## config.mk

```make
export PLATFORM = sky130hd
export DESIGN_NAME = mpu_alu_pipe
export DESIGN_NICKNAME = d
export VERILOG_FILES = /design/src/rtl/mpu_alu_pipe.sv
export SDC_FILE = /design/constraint.sdc
export NUM_CORES = 1
export LEC_CHECK = 0
export BUFFER_PORTS_ARGS = -buffer_cell sky130_fd_sc_hd__buf_2
export CELL_PAD_IN_SITES_DETAIL_PLACEMENT = 1
export CELL_PAD_IN_SITES_GLOBAL_PLACEMENT = 2
export CORE_ASPECT_RATIO = 1.1
export CORE_UTILIZATION = 30
export CTS_CLUSTER_SIZE = 30
export DETAILED_ROUTE_END_ITERATION = 10
export PLACE_DENSITY = 0.83
export SLEW_MARGIN = 0
export SYNTH_ARGS = -nofsm -noshare
export SYNTH_HDL_FRONTEND = slang
export SYNTH_SLANG_ARGS = --single-unit
```

## constraint.sdc

```tcl
create_clock -name sys_clk -period 3.1 [get_ports sys_clk]
set_input_delay 0.465 -clock sys_clk [delete_from_list [all_inputs] [get_ports sys_clk]]
set_output_delay 0.465 -clock sys_clk [all_outputs]
set_load 0.05 [all_outputs]
```

## src/rtl/mpu_alu_pipe.sv

```systemverilog
// MPU match ALU: mask-match, masked-compare and unsigned less-than predicates on
// lane-selected operands, with chained AND accumulation and a stallable fixed-latency pipe.
module mpu_alu_pipe #(
  parameter int DW = 64,
  parameter int STAGES = 2,
  localparam int LW = $clog2(DW / 8)
) (
  input  logic          sys_clk,
  input  logic          sys_rst_n,
  input  logic          in_valid,
  output logic          in_ready,
  input  logic [2:0]    in_op,
  input  logic [1:0]    in_size,
  input  logic          in_chain,
  input  logic          in_last,
  input  logic [DW-1:0] in_o0,
  input  logic [DW-1:0] in_o1,
  input  logic [DW-1:0] in_o2,
  input  logic [LW-1:0] in_s0,
  input  logic [LW-1:0] in_s1,
  input  logic [LW-1:0] in_s2,
  input  logic [LW-1:0] in_sres,
  output logic          out_valid,
  input  logic          out_ready,
  output logic [DW-1:0] out_res,
  output logic [7:0]    out_flags
);

  localparam logic [2:0] OP_MASK = 3'd1;
  localparam logic [2:0] OP_CMP  = 3'd2;
  localparam logic [2:0] OP_LT   = 3'd3;

  // A lane fits when its upper edge stays inside the datapath; this also rejects w > DW.
  function automatic logic lane_fits(input logic [1:0] size, input logic [LW-1:0] idx);
    logic [11:0] top;
    top = (12'(idx) + 12'd1) * (12'd8 << size);
    return top <= 12'(DW);
  endfunction

  function automatic logic [DW-1:0] lane_mask(input logic [1:0] size);
    return ~({DW{1'b1}} << (12'd8 << size));
  endfunction

  function automatic logic [DW-1:0] lane_get(input logic [DW-1:0] v, input logic [1:0] size,
                                             input logic [LW-1:0] idx);
    return (v >> (12'(idx) * (12'd8 << size))) & lane_mask(size);
  endfunction

  logic [DW-1:0] a, b, c, wmask, res_d;
  logic [7:0]    flags_d;
  logic          legal, pred, upd, ok, act_new, accept;
  logic          acc, chain_act;

  logic [STAGES-1:0]         vld, adv;
  logic [STAGES-1:0][DW-1:0] res_q;
  logic [STAGES-1:0][7:0]    flg_q;

  always_comb begin
    wmask = lane_mask(in_size);
    a     = lane_get(in_o0, in_size, in_s0);
    b     = lane_get(in_o1, in_size, in_s1);
    c     = lane_get(in_o2, in_size, in_s2);
    legal = (in_op <= OP_LT) && lane_fits(in_size, in_s0) && lane_fits(in_size, in_s1)
            && lane_fits(in_size, in_s2);
    case (in_op)
      OP_MASK: pred = ((a & c) == c) && ((a & b) == '0) && ((b | c) == wmask);
      OP_CMP:  pred = ((a ^ b) & c) == '0;
      OP_LT:   pred = a < b;
      default: pred = 1'b1;
    endcase
    upd     = legal & in_chain;
    ok      = legal & (upd ? (acc & pred) : pred);
    act_new = upd ? !in_last : chain_act;
    res_d   = '0;
    if (ok && lane_fits(in_size, in_sres))
      res_d = DW'(1) << (12'(in_sres) * (12'd8 << in_size));
    flags_d = {5'b0, act_new, !legal, ok};
  end

  // A stage may move when it is empty or anything downstream of it can drain.
  always_comb begin
    adv = '0;
    for (int i = 0; i < STAGES; i++) begin
      adv[i] = out_ready;
      for (int j = i; j < STAGES; j++)
        if (!vld[j]) adv[i] = 1'b1;
    end
  end

  assign in_ready  = !vld[STAGES-1] | out_ready;
  assign accept    = in_valid & in_ready;
  assign out_valid = vld[STAGES-1];
  assign out_res   = res_q[STAGES-1];
  assign out_flags = flg_q[STAGES-1];

  always_ff @(posedge sys_clk or negedge sys_rst_n) begin
    if (!sys_rst_n) begin
      vld       <= '0;
      res_q     <= '0;
      flg_q     <= '0;
      acc       <= 1'b1;
      chain_act <= 1'b0;
    end else begin
      if (accept && upd) begin
        acc       <= in_last | (acc & pred);
        chain_act <= !in_last;
      end
      if (adv[0]) begin
        vld[0] <= accept;
        if (accept) begin
          res_q[0] <= res_d;
          flg_q[0] <= flags_d;
        end
      end
      for (int i = 1; i < STAGES; i++) begin
        if (adv[i]) begin
          vld[i] <= vld[i-1];
          if (vld[i-1]) begin
            res_q[i] <= res_q[i-1];
            flg_q[i] <= flg_q[i-1];
          end
        end
      end
    end
  end

endmodule

```

==> results.md <==
* Number of flops mapped to enable cells by yosys at 0
* Total power at 6.31 mW
* Mean Syn Cell Area at 7.74 um^2
* Drt first pass iters at 7
* Crit. End Element: register
* TritonCTS clock tree: yes
* RSZ-0062 raised after global routing: yes
* Clock Pin Slew Worst Setup and Hold Paths at 70 ps
* Final period utilization at 1.83
* First-pass GRT wire length at 145000 um
* Fmax at 177 MHz
* CTS Buffer Depth at 2
* Final Setup Violations at 13
* Min setup slack post-route at -2560 ps
* Leading area contributor after synthesis: ha_1
* Largest cells by area after synthesis: ha_1 (17%), mux2i_1 (8.8%), mux4_2 (8.2%), nand2_1 (4.4%), dfrtp_1 (4.1%)
* Detailed Route WL at 102000 um
* Initial antenna violation count at 1
* Critical path type: input pin to register
* Relative slew slack at 0.444
* Pwr dens at 273 nW/um^2
* Top_reg_cell synth: dfrtp_1
* Pin count of the biggest net entering global routing at 27
* Pleak at 12.2 nW
* Vias in the first global route at 21400
* Routed len/inst at 29.3 um
* Htree depth at 1
* Final Slew Violations at 0
* DPL Wire Length at 88400 um
* CTS root buf: clkbuf_16
* Synth async-reset ratio at 1.00
* Clock skew at 2.58 ps
* Failing checks: negative setup slack
* Crit path time final at 5660 ps
* Worst min path class: input pin to asynchronous set/reset pin
* Die width at 216 um
* Final Util at 0.469
* Syn. warnings at 0
* DRC Markers at 0
* Row count at 85
* Unique masters post-synth at 94
* Die Y at 237 um
* Layout cell share with drive strength beyond 1 at 0.448
* Hold_buf cts at 0
* Post-synth top area share at 0.169
* Via count at 19900
* # IOs at 289
* Worst hold slack at 194 ps
* Die Area at 51300 um^2
* Area grow syn2layout at 53.2%
* Mapped Cells at 1954
* Least-Margin Pin Slew at 825 ps
* Critical path arrival at 5840 ps
* Final ANT Viol Nets at 0
* Congestion Overflow GR at 0
* Worst-skew pair later-pin latency at 270 ps
* Max cap viols at 0
* Critical Path Start Type: input pin
* Port bufs at 227
* Worst path required time at 3280 ps
* GRT Overall Usage at 0.388
* Pre-CTS WS at -3230 ps
* Final Wtd Congestion at 1.08
* VDD IR max at 0.338 mV
* Initial Util at 0.306
* Area of the mapped netlist at 15100 um^2
* Core Region at 49300 um^2
* Layout Nets at 3279
* Total clock sinks at 26
* DR vias/cell at 5.72
* CP Max Fanout at 6
* Seq cells post-synth at 26
* 1st-iter DRT viols at 1452
* Outcome: finished with violations
* Sequential element share of the synthesized area at 0.0431
* Final Hold Vio Count at 0
* CTS Buf Count at 3
[state kept, by name, summed over array words and instances, names as in the netlist]
| signal | count |
|---|---|
| acc | 1 |
| chain_act | 1 |
| flg_q | 3 |
| out_flags | 3 |
| out_res | 8 |
| res_q | 8 |
| vld | 2 |
[worst paths after layout]
kind,startpoint,to,slack (ps),cells after the start
setup / recovery,in_size[1],flg_q[0],-2560,26
hold / removal,sys_rst_n,out_flags[1],190,1
setup reg to reg,vld[1],res_q[0],480,7
hold reg to reg,res_q[32],res_q[32],490,2
max in group asynchronous,sys_rst_n,out_res[48],2510,1
min in group sys_clk,in_last,chain_act,480,2
[cell usage in the layout, fill, tap and decap left out, types with 61 or more instances in the layout]
master     n
a21oi_1   86
buf_2    225
buf_4    742
conb_1    61
ha_1     191
inv_1    153
mux2i_1  131
nand2_1  177
nand3_1   68
nor2_1   124
[cell type report]
type | count | area [um^2]
diodes | 1 | 2.50
inverters | 158 | 593
multi-input cells | 1637 | 13600
clock buffers | 4 | 78.8
fillers | 6113 | 26200
well taps | 652 | 816
flip-flops and latches | 26 | 652
repair buffers | 1006 | 7390
[synth_stat cells (all sizes together) (12+ instances only)]
library cell,number
o21ai,66
clkbuf,62
nor2b,18
and2,58
o22ai,24
a211oi,15
o21a,13
or2,15
nor4,37
mux2i,133
inv,156
fa,28
a21oi,92
mux4,58
a41oi,12
buf,132
a22oi,19
ha,204
mux2,52
nor2,136
nand3,71
dfrtp,25
nand2,181
nand2b,39
nor3,39
o211ai,14
a2111oi,12
a31oi,12
and3,22
nand4,47
[what timing repair did]
action / 4_1_cts / 5_1_grt
gates resized for setup: 110 / 58
pin swaps: 27 / 48
buffers inserted: 24 / 18
endpoints found under the setup margin: 13 / 13
cloned: 2 / 0
[power by group]
group	leakage (nW)	internal (mW)	switching [mW]	total, mW
registers	0.333	0.366	0.0195	0.386
logic	11.8	2.44	3.18	5.62
clock network	0.0382	0.177	0.127	0.304
[layer usage]
metal,up-vias,share of wire,GRT usage
li1,8809,-,-
met1,9925,0.39,0.443
met2,894,0.48,0.676
met3,286,0.057,0.0508
met4,2,0.079,0.254
met5,-,0.00016,0
[through the flow]
step	instances	area, um^2	setup TNS (ps)
finish	3484	23200	-28450
global route	3483	23200	-30220
global placement	3445	22100	-34620
detailed placement	3445	22100	-36640
floorplan	2014	15500	-26340
CTS	3475	22800	-30050
[worst max-delay path: stages]
cell       delay, ps
buf_12           120
buf_6            120
nor2_4           140
and2_4           170
fa_1             400
ha_2             490
buf_12           160
mux2i_1          200
nor2_1            60
a31o_2           210
mux2i_1          230
buf_4            210
or2_2            130
inv_1             40
ha_1             180
nor4_2           260
buf_4            170
nand4_1          190
or4_4            540
a21oi_2          120
o2111ai_1        130
nor4_1           320
nand4_1          130
buf_4            190
o21a_4           250
o31ai_4          180
[logic make-up after synthesis]
family	count (synthesis)	share of synthesized area
xor+xnor	5	0.00290
other cells	1	0.000248
fa+ha+maj	232	0.206
simple gates	702	0.237
compound gates	393	0.179
flops	26	0.0431
mux	243	0.214
buf+inv	352	0.117
Note: power is estimated with default switching activity, not from simulation.
